[src/rtl/d8_text_mem_wr_ctl.sv]
// Text-memory write controller: queues CPU character writes and drains them to the
// single text RAM port whenever video scanout releases it.
module d8_text_mem_wr_ctl #(
    parameter int unsigned ADDR_W = 11,
    parameter int unsigned DEPTH  = 4
) (
    input  logic              sys_clk,
    input  logic              sys_rst,
    input  logic              cpu_we,
    input  logic [ADDR_W-1:0] cpu_addr,
    input  logic [7:0]        cpu_data,
    output logic              cpu_stall,
    input  logic              vid_busy,
    output logic              tm_we,
    output logic [ADDR_W-1:0] tm_addr,
    output logic [7:0]        tm_data,
    output logic              pending
);

    localparam int unsigned PTR_W = $clog2(DEPTH);
    localparam int unsigned CNT_W = $clog2(DEPTH) + 1;
    localparam int unsigned ENT_W = ADDR_W + 8;

    localparam logic [PTR_W-1:0] PTR_LAST = PTR_W'(DEPTH - 1);
    localparam logic [PTR_W-1:0] PTR_ONE  = PTR_W'(1);
    localparam logic [CNT_W-1:0] CNT_FULL = CNT_W'(DEPTH);
    localparam logic [CNT_W-1:0] CNT_ONE  = CNT_W'(1);

    logic [ENT_W-1:0]  mem_q [DEPTH];
    logic [PTR_W-1:0]  rd_ptr_q, rd_ptr_d;
    logic [PTR_W-1:0]  wr_ptr_q, wr_ptr_d;
    logic [CNT_W-1:0]  count_q, count_d;
    logic              tm_we_q, tm_we_d;
    logic [ADDR_W-1:0] tm_addr_q, tm_addr_d;
    logic [7:0]        tm_data_q, tm_data_d;

    logic full;
    logic not_empty;
    logic push;
    logic pop;

    assign full      = (count_q == CNT_FULL);
    assign not_empty = (count_q != '0);

    // Stall depends only on registered count, so a pop cannot free a slot for a
    // push within the same cycle.
    assign push = cpu_we & ~full;
    assign pop  = not_empty & ~vid_busy;

    always_comb begin
        rd_ptr_d  = rd_ptr_q;
        wr_ptr_d  = wr_ptr_q;
        count_d   = count_q;
        tm_we_d   = 1'b0;
        tm_addr_d = tm_addr_q;
        tm_data_d = tm_data_q;

        if (push) begin
            wr_ptr_d = (wr_ptr_q == PTR_LAST) ? '0 : wr_ptr_q + PTR_ONE;
        end

        if (pop) begin
            rd_ptr_d               = (rd_ptr_q == PTR_LAST) ? '0 : rd_ptr_q + PTR_ONE;
            tm_we_d                = 1'b1;
            {tm_addr_d, tm_data_d} = mem_q[rd_ptr_q];
        end

        unique case ({push, pop})
            2'b10:   count_d = count_q + CNT_ONE;
            2'b01:   count_d = count_q - CNT_ONE;
            default: count_d = count_q;
        endcase
    end

    always_ff @(posedge sys_clk or posedge sys_rst) begin
        if (sys_rst) begin
            rd_ptr_q  <= '0;
            wr_ptr_q  <= '0;
            count_q   <= '0;
            tm_we_q   <= 1'b0;
            tm_addr_q <= '0;
            tm_data_q <= '0;
        end else begin
            rd_ptr_q  <= rd_ptr_d;
            wr_ptr_q  <= wr_ptr_d;
            count_q   <= count_d;
            tm_we_q   <= tm_we_d;
            tm_addr_q <= tm_addr_d;
            tm_data_q <= tm_data_d;
        end
    end

    // Storage needs no reset: an entry is only read after being pushed.
    always_ff @(posedge sys_clk) begin
        if (push) begin
            mem_q[wr_ptr_q] <= {cpu_addr, cpu_data};
        end
    end

    assign cpu_stall = full;
    assign pending   = not_empty;
    assign tm_we     = tm_we_q;
    assign tm_addr   = tm_addr_q;
    assign tm_data   = tm_data_q;

endmodule

[config.mk]
export PLATFORM = sky130hd
export DESIGN_NAME = d8_text_mem_wr_ctl
export DESIGN_NICKNAME = d
export VERILOG_FILES = /design/src/rtl/d8_text_mem_wr_ctl.sv
export SDC_FILE = /design/constraint.sdc
export NUM_CORES = 1
export LEC_CHECK = 0
export ABC_CLOCK_PERIOD_IN_PS = 2500
export BUFFER_PORTS_ARGS = -buffer_cell sky130_fd_sc_hd__buf_2
export CORE_AREA = 2 2 87 89
export CTS_CLUSTER_DIAMETER = 50
export DETAILED_ROUTE_END_ITERATION = 10
export DIE_AREA = 0 0 89 91
export PLACE_DENSITY = 0.85
export SYNTH_ARGS = -nofsm -noshare
export SYNTH_HDL_FRONTEND = slang
export SYNTH_SLANG_ARGS = --single-unit
export TNS_END_PERCENT = 30
[constraint.sdc]
create_clock -name sys_clk -period 2.5 [get_ports sys_clk]
set_input_delay 0.25 -clock sys_clk [delete_from_list [all_inputs] [get_ports sys_clk]]
set_output_delay 0.25 -clock sys_clk [all_outputs]
set_load 0.02 [all_outputs]
==> results.tsv, run 1 <==
metric	value	unit
gp weighted congestion	0.670	
DR vias/cell	5.34	
commonest cells in the netlist	edfxtp_1, dfrtp_1, mux2_4, mux4_2, inv_1	
Initial Utilization	56.1	%
clock root cell	clkbuf_8	
final net count	267	
cts hold-fix bufs	0	
DRC violations left	0	
Skew-Pair Late Insertion Delay	0.36	ns
CP Capture Type	register	
vias in the first global route	1909	
Power Density	1210	mW/mm^2
crit path DAT	2.56	ns
register area share after synthesis	73.8	%
Overall Power	0.00552	W
synth-to-layout area growth	14.2	%
EDFF count, synth	76	
Antenna Nets Post-Route	0	
Die W	89	um
worst hold path type	in -> async	
Crit. path cell count	8	
Max Fclk	439	MHz
Post-synth ARST share	26.2	%
Util after Layout	64.1	%
Final Non-Filler Cells	341	
cell family with most CP delay	simple AND/OR/NAND/NOR gates	
worst reg-to-reg path cell count	8	
Overflow after GRT	0	
initial detailed-routing violation count	145	
num rows	31	
final setup TNS	0	ns
min Tclk post-route	2.28	ns
Post-CTS Setup Bufs	0	
WP data required	2.78	ns
Inst Count DP	324	
layout cells sized above 1	45.0	%
y dimension of the die	91	um
area of the multi-input gates	973	sq um
Fillers	514	
kind of critical path	reg -> reg	
CP startpoint kind	register	
actual slew at the worst max-slew pin	0.903	ns
worst relative slew slack	39.5	%
Leakage Power	1.76	nW
die area	0.00810	sq mm
area leader, netlist	edfxtp_1	
status	complete, no violations	
RSZ-0062 raised after global routing	false	
CP max-delay cell	nor2b_4	
I/O Buffers	44	
CP cell instances	or3_4 -> nor2b_4 -> ha_1 -> inv_1 -> fa_1 -> xor2_1 -> nor2_1 -> xor2_1	
TritonCTS buffer count	9	
routed len/inst	18.9	um
synth warn	0	
Post-Syn Area per Cell	22.3	sq um
Synth top area share	57.0	%
DR pass1 iterations	4	
reg2reg end	count_q[2]	
Final Max Tran Viols	0	
htree depth	3	
clock slew at reported path FFs	0.09	ns
crit-path max FO	12	
maximum number of pins on one net before global-route repair	22	
crit share post-route	91.1	%
Distinct cells, synth	20	
antenna violations before repair	0	
ANT cells	0	
ranking of synthesized cells by area	edfxtp_1, dfrtp_1, mux4_2, mux2_4, ha_1	
critical path's largest stage delay	0.46	ns
first-pass GRT wire length	10.1	mm
clk sink count	103	
core region area	0.00714	sq mm
Syn Inst Count	180	
FF-to-FF Start	count_q[0]	
clock skew	0.0112	ns
aggregate routed wire length	6.44	mm
cell area after synthesis	0.00401	sq mm
Seq cells post-synth	103	
TritonCTS clock tree	yes	
CP Buf/Inv Count	1	
max cap viols	0	
peak supply drop	452	uV
Register Area	0.00296	sq mm
Most Frequent Cell on Critical Path	xor2_1	
post-cts resize count	0	
DP HPWL	3.76	mm
most used flip-flop cell after synthesis	edfxtp_1	
Synthesized Nets	210	
vias	1821	
cell with the most instances after synthesis	edfxtp_1	
reg2reg setup slack	0.22	ns
I/O pins	45	
CTS max path bufs	2	
Hold Fails Final Rpt	0	
GR Util All Layers	17.8	%
final setup violation count	0	
-- stage by stage --
stage | instance area (sq um) | setup slack (ns) | hold WS (ns)
6_report | 4570 | 0.222 | 0.0316
5_1_grt | 4570 | 0.0667 | 0.0872
4_1_cts | 4570 | 0.197 | 0.0559
3_5_place_dp | 4360 | -0.106 | 0.459
3_3_place_gp | 4360 | 0.0209 | 0.462
2_1_floorplan | 4010 | 0.143 | 0.303
-- cell families after synthesis --
family	Yosys count	share of synthesized area, %
xor+xnor	3	0.656
fa+ha+maj	7	2.37
buf+inv	13	2.09
flops	103	73.8
mux	43	19.2
simple gates	11	1.87
-- worst max path at each step --
stage	start	to
5_1_grt	count_q[0]	count_q[2]
2_1_floorplan	count_q[0]	count_q[2]
6_report	count_q[0]	count_q[2]
4_1_cts	count_q[0]	count_q[2]
3_3_place_gp	count_q[0]	count_q[2]
3_5_place_dp	count_q[0]	count_q[2]
-- placed cells by master (no fill, tap or decap), types with 2 or more instances in the layout --
cell type	n
ha_1	6
xor2_1	2
nor2_1	3
dfrtp_1	27
buf_4	6
mux4_2	19
edfxtp_1	76
mux2_4	19
bufinv_16	2
clkbuf_8	9
and2_1	4
inv_1	7
clkbuf_1	3
mux2_2	4
buf_2	44
-- registers in the layout, indices dropped and copies added, names as in the netlist --
register	cells
mem_q	76
tm_addr	11
tm_data	8
count_q	3
rd_ptr_q	2
wr_ptr_q	2
tm_we	1
-- layout make-up --
class,instances,share of cell area [%]
Inverter,7,0.574
Multi-Input combinational cell,65,21.3
Clock buffer,12,2.95
Sequential cell,103,64.7
Timing Repair Buffer,51,6.24
Tap cell,99,2.71
Clock inverter,4,1.59
-- report_power, final --
group	internal (W)	switching, W
Sequential	0.00234	0.000230
Clock	0.000564	0.000533
Combinational	0.000960	0.000890
Total	0.00386	0.00165
-- layer usage --
metal  track usage (%)  share of wire [%]
met4              7.59                2.2
met3              4.27                4.9
met2              28.0                 51
met5                 0                  0
met1              23.7                 41
Note: power is estimated with default switching activity, not from simulation.
==> run 2, diff against run 1 <==
--- a/config.mk
+++ b/config.mk
@@ -7,11 +7,11 @@
 export LEC_CHECK = 0
 export ABC_CLOCK_PERIOD_IN_PS = 2500
 export BUFFER_PORTS_ARGS = -buffer_cell sky130_fd_sc_hd__buf_2
-export CORE_AREA = 2 2 87 89
+export CORE_AREA = 2 2 67 116
 export CTS_CLUSTER_DIAMETER = 50
 export DETAILED_ROUTE_END_ITERATION = 10
-export DIE_AREA = 0 0 89 91
-export PLACE_DENSITY = 0.85
+export DIE_AREA = 0 0 69 118
+export PLACE_DENSITY = 0.84
 export SYNTH_ARGS = -nofsm -noshare
 export SYNTH_HDL_FRONTEND = slang
 export SYNTH_SLANG_ARGS = --single-unit
==> results.tsv, run 2 (same netlist as run 1, synthesis figures left out) <==
metric	value	unit	change
reg2reg end	count_q[2]		
vias	1832		+0.60%
I/O Buffers	44		unchanged
CTS max path bufs	2		unchanged
gp weighted congestion	0.696		+3.8%
crit path DAT	2.57	ns	about the same
hold endpoint	mem_q[1][4]		
Hold Path Cell Cnt	1		
peak supply drop	627	uV	+39%
crit-path max FO	12		unchanged
DRC violations left	0		unchanged
Overflow after GRT	0		unchanged
CP Capture Type	register		
CP cell instances	or3_4 -> nor2b_4 -> ha_1 -> inv_1 -> fa_1 -> xor2_1 -> nor2_1 -> xor2_1		
kind of critical path	reg -> reg		
htree depth	3		unchanged
worst relative slew slack	39.0	%	-0.53 points
first-pass GRT wire length	10.4	mm	+3.0%
crit share post-route	92.2	%	+1.0 points
worst reg-to-reg path cell count	8		unchanged
TritonCTS buffer count	9		unchanged
status	complete, no violations		
antenna violations before repair	0		unchanged
Crit. path cell count	8		unchanged
WP data required	2.76	ns	-0.02 ns
max reg flops	76		unchanged
CP Buf/Inv Count	1		unchanged
cell family with most CP delay	simple AND/OR/NAND/NOR gates		
Initial Utilization	55.8	%	-0.35 points
clock skew	0.00811	ns	-0.00311 ns
initial detailed-routing violation count	67		-54%
Most Frequent Cell on Critical Path	xor2_1		
maximum number of pins on one net before global-route repair	28		+27%
y dimension of the die	118	um	+30%
core region area	0.00718	sq mm	+0.63%
Reg with most FFs	mem_q		
most frequent cells in the layout	edfxtp_1, buf_2, dfrtp_1		
Hold Slack	0.126	ns	+0.0941 ns
FF-to-FF Start	count_q[0]		
CP max-delay cell	nor2b_4		
Overall Power	0.00583	W	+5.8%
vias in the first global route	1943		+1.8%
I/O pins	45		unchanged
min Tclk post-route	2.30	ns	+0.0261 ns
Final Max Tran Viols	0		unchanged
synth-to-layout area growth	16.3	%	
clock root cell	clkbuf_16		
Skew-Pair Late Insertion Delay	0.33	ns	-0.03 ns
DP HPWL	4.00	mm	+6.3%
critical path's largest stage delay	0.50	ns	+0.04 ns
max cap viols	0		unchanged
launch point of the critical path	count_q[0]		
Antenna Nets Post-Route	0		unchanged
Power Density	1250	mW/mm^2	+3.9%
ANT cells	0		unchanged
DR pass1 iterations	4		unchanged
num rows	41		+32%
clock slew at reported path FFs	0.07	ns	-0.02 ns
final setup violation count	0		unchanged
Die W	69	um	-22%
DR vias/cell	5.59		+4.6%
routed len/inst	20.5	um	+8.4%
final net count	268		+0.37%
worst hold path type	in -> reg		
aggregate routed wire length	6.71	mm	+4.2%
Max Fclk	434	MHz	-1.1%
Fillers	515		+0.19%
Leakage Power	1.81	nW	+3.1%
TritonCTS clock tree	yes		
GR Util All Layers	17.5	%	-0.29 points
CP startpoint kind	register		
clk sink count	103		unchanged
actual slew at the worst max-slew pin	0.911	ns	+0.00794 ns
reg2reg setup slack	0.20	ns	-0.03 ns
layout cells sized above 1	45.9	%	+0.83 points
worst hold start	cpu_data[4]		
most common cell after layout, fill and taps aside	edfxtp_1		
RSZ-0062 raised after global routing	false		
die area	0.00814	sq mm	+0.53%
Hold Fails Final Rpt	0		unchanged
run 2: cell types whose count changed in the layout (fill, tap and decap cells not counted), sizes merged:
| cell | before | now |
|---|---|---|
| clkbuf | 12 | 11 |
| bufinv | 2 | 1 |
| clkinvlp | 1 | 0 |
| dlygate4sd3 | 0 | 1 |
| clkinv | 1 | 3 |
run 2: per-layer routing:
| layer | up-vias | global-route usage [%] | share of wire [%] |
|---|---|---|---|
| li1 | 815 | - | - |
| met5 | - | 0 | 0 |
| met4 | 0 | 7.97 | 2.1 |
| met2 | 46 | 30.0 | 56 |
| met1 | 959 | 20.6 | 38 |
| met3 | 12 | 4.20 | 4.5 |
run 2: power by group:
group	switching, W	internal (W)
clock network	0.000568	0.000820
logic	0.000910	0.000965
registers	0.000229	0.00234
total	0.00171	0.00413
run 2: what timing repair did:
item,in CTS,in global routing
endpoints found under the hold margin,27,0
gates resized for setup,0,0
buffers inserted,0,0
hold buffers,1,0
setup endpoints to repair,1,0
run 2: worst max path at each step:
| stage | to |
|---|---|
| after floorplan | count_q[2] |
| after global placement | count_q[2] |
| after detailed placement | count_q[2] |
| after CTS | count_q[2] |
| after global routing | count_q[2] |
| final | count_q[2] |
run 2: area by class of cell:
cell class | count | area (sq um) | share of cell area (%)
clock inverter | 4 | 45.0 | 0.967
sequential | 103 | 2960 | 63.5
timing repair buffer | 52 | 295 | 6.34
inverter | 7 | 26.3 | 0.564
multi-input combinational | 65 | 973 | 20.9
tap | 86 | 108 | 2.31
clock buffer | 11 | 253 | 5.43
run 2: through the flow:
step           worst slack (ns)  TNS [ns]  area, sq um  util [%]  instances
3_3_place_gp             0.0175         0         4340      60.5        311
3_5_place_dp            -0.0951   -0.0951         4340      60.5        311
5_1_grt                  0.0634         0         4660      64.9        328
4_1_cts                   0.174         0         4660      64.9        328
6_report                  0.196         0         4660      64.9        328
2_1_floorplan             0.143         0         4010         -        180
==> run 3, diff against run 2 <==
--- a/config.mk
+++ b/config.mk
@@ -5,13 +5,14 @@
 export SDC_FILE = /design/constraint.sdc
 export NUM_CORES = 1
 export LEC_CHECK = 0
+export ABC_AREA = 1
 export ABC_CLOCK_PERIOD_IN_PS = 2500
 export BUFFER_PORTS_ARGS = -buffer_cell sky130_fd_sc_hd__buf_2
-export CORE_AREA = 2 2 67 116
+export CORE_AREA = 2 2 69 121
 export CTS_CLUSTER_DIAMETER = 50
 export DETAILED_ROUTE_END_ITERATION = 10
-export DIE_AREA = 0 0 69 118
-export PLACE_DENSITY = 0.84
+export DIE_AREA = 0 0 71 123
+export PLACE_DENSITY = 0.85
 export SYNTH_ARGS = -nofsm -noshare
 export SYNTH_HDL_FRONTEND = slang
 export SYNTH_SLANG_ARGS = --single-unit
==> results.tsv, run 3 <==
metric	value	unit	change
antenna violations before repair	0		unchanged
Reg with most FFs	mem_q		
gp weighted congestion	0.838		+20%
CP Buf/Inv Count	1		unchanged
Distinct cells, synth	19		-5.0%
y dimension of the die	123	um	+4.2%
min Tclk post-route	2.07	ns	-0.232 ns
final setup TNS	0	ns	unchanged
EDFF count, synth	76		unchanged
worst hold start	cpu_addr[0]		
max reg flops	76		unchanged
final net count	519		+94%
critical path's largest stage delay	0.43	ns	-0.07 ns
area of the multi-input gates	0.00100	sq mm	+3.1%
Final Max Tran Viols	0		unchanged
cell family with most CP delay	simple AND/OR/NAND/NOR gates		
CP max-delay cell	dfrtp_1		
DRC violations left	0		unchanged
Antenna Nets Post-Route	0		unchanged
Post-Synth XOR/XNOR Area	0.398	%	-0.26 points
status	complete, no violations		
Post-Syn Area per Cell	10.1	sq um	-55%
crit path DAT	2.31	ns	-0.26 ns
max cap viols	0		unchanged
most common cell after layout, fill and taps aside	nand2_1		
CP startpoint kind	register		
launch point of the critical path	count_q[0]		
Fillers	596		+16%
TritonCTS clock tree	yes		
clock slew at reported path FFs	0.07	ns	about the same
Die W	71	um	+2.9%
Syn Inst Count	436		+140%
most frequent cells in the layout	nand2_1, inv_1, edfxtp_1		
core region area	0.00780	sq mm	+8.6%
aggregate routed wire length	8.81	mm	+31%
CTS max path bufs	2		unchanged
die area	0.00873	sq mm	+7.3%
Util after Layout	64.4	%	-0.50 points
mux cell area share after synthesis	0	%	-19 points
actual slew at the worst max-slew pin	0.769	ns	-0.142 ns
Synth Area in Simple Gates	19.4	%	+18 points
register area share after synthesis	67.3	%	-6.6 points
htree depth	3		unchanged
kind of critical path	reg -> reg		
TritonCTS buffer count	9		unchanged
worst relative slew slack	48.7	%	+9.7 points
post-cts resize count	0		unchanged
Seq cells post-synth	103		unchanged
Synth top area share	51.9	%	-5.1 points
final setup violation count	0		unchanged
maximum number of pins on one net before global-route repair	41		+46%
FF-to-FF Start	count_q[0]		
num rows	43		+4.9%
Leakage Power	2.49	nW	+38%
RSZ-0062 raised after global routing	false		
initial detailed-routing violation count	157		+130%
clock skew	0.00906	ns	+0.000956 ns
area leader, netlist	edfxtp_1		
clk sink count	103		unchanged
cell with the most instances after synthesis	nand2_1		
vias	2995		+63%
I/O Buffers	44		unchanged
routed len/inst	15.1	um	-26%
synth-to-layout area growth	14.2	%	
Skew-Pair Late Insertion Delay	0.35	ns	+0.02 ns
worst hold path type	in -> reg		
peak supply drop	627	uV	about the same
CP cell instances	nor2_4 -> nand2_1 -> nand2_1 -> ha_1 -> inv_1 -> fa_1 -> nand2_1 -> nand3_1 -> xor2_1		
vias in the first global route	3138		+62%
Overflow after GRT	0		unchanged
WP data required	2.73	ns	-0.03 ns
crit share post-route	82.9	%	-9.3 points
layout cells sized above 1	15.2	%	-31 points
cts hold-fix bufs	1		unchanged
CP Capture Type	register		
Synth Area in Adders	2.16	%	-0.21 points
most used flip-flop cell after synthesis	edfxtp_1		
cell area after synthesis	0.00440	sq mm	+9.8%
I/O pins	45		unchanged
crit-path max FO	8		-4
first-pass GRT wire length	14.2	mm	+37%
Most Frequent Cell on Critical Path	nand2_1		
clock root cell	clkbuf_16		
reg2reg setup slack	0.43	ns	+0.23 ns
Power Density	1170	mW/mm^2	-6.6%
largest family of logic cells by synthesized area	simple AND/OR/NAND/NOR gates		
Max Fclk	483	MHz	+11%
Initial Utilization	56.4	%	+0.59 points
synth warn	0		unchanged
ANT cells	0		unchanged
Post-synth ARST share	26.2	%	unchanged
commonest cells in the netlist	nand2_1, inv_1, edfxtp_1		
DR vias/cell	5.13		-8.2%
DR pass1 iterations	5		+1
Post-CTS Setup Bufs	0		unchanged
GR Util All Layers	22.2	%	+4.7 points
Synthesized Nets	466		+120%
Register Area	0.00296	sq mm	unchanged
Synth Area in Compound Gates	0.825	%	+0.83 points
Hold Fails Final Rpt	0		unchanged
DP HPWL	5.59	mm	+40%
ranking of synthesized cells by area	edfxtp_1, dfrtp_1, nand2_1, inv_1, nand3_1		
==> run 3: cell count changes in the layout (fill, tap and decap cells not counted), sizes merged, moves of 5 or more <==
| cell | change |
|---|---|
| mux4 | -19 |
| buf | +5 |
| inv | +86 |
| nand2 | +165 |
| nand3 | +40 |
| mux2 | -23 |
==> run 3: final cells by class <==
type | count | share of cell area (%)
Sequential cell | 103 | 58.9
Multi-Input combinational cell | 225 | 20.0
Inverter | 93 | 6.95
Timing Repair Buffer | 57 | 6.38
Clock buffer | 13 | 5.18
Tap cell | 90 | 2.24
Clock inverter | 3 | 0.349
==> run 3: worst register-to-register path, stage by stage (launching register included) <==
cell     delay, ns
dfrtp_1       0.43
nor2_4        0.17
nand2_1       0.12
nand2_1       0.22
ha_1          0.21
inv_1         0.07
fa_1          0.39
nand2_1       0.09
nand3_1       0.09
xor2_1        0.15
==> run 3: cells by family after synthesis <==
logic type,Yosys count
DFF,103
AOI/OAI and AO/OA,5
and+or+nand+nor,211
xor gates and xnor gates,2
adders and majority gates,7
buffers and inverters,108
==> run 3: per-layer routing <==
metal	part of all wire, %	routed length, um	up-vias	GRT usage (%)
met4	2.7	240	0	13.7
met5	0	0	-	0
li1	-	-	1442	-
met1	35	3110	1441	22.1
met3	6.3	558	20	6.68
met2	56	4900	92	39.7
==> run 3: power breakdown <==
part	switching [W]	internal, W
Combinational	0.00142	0.000646
Clock	0.000576	0.000726
Sequential	0.000182	0.00232
Total	0.00218	0.00369
==> run 3: worst paths after layout <==
| path | end | cells past startpoint |
|---|---|---|
| min | mem_q[0][8] | 1 |
| max | count_q[2] | 9 |
| max reg2reg | count_q[2] | 9 |
| max in group asynchronous | tm_data[5] | 4 |
| min in group asynchronous | rd_ptr_q[0] | 4 |
| min reg2reg | tm_addr[9] | 2 |
==> run 3: through the flow <==
step	setup WS (ns)	instances	hold slack [ns]	power [W]	area, sq um
floorplan	0.564	436	0.303	0.00399	4400
global placement	0.585	567	0.334	0.00447	4730
detailed placement	0.445	567	0.347	0.00460	4730
CTS	0.430	584	0.0996	0.00591	5020
global route	0.317	584	0.104	0.00625	5020
finish	0.428	584	0.108	0.00587	5020
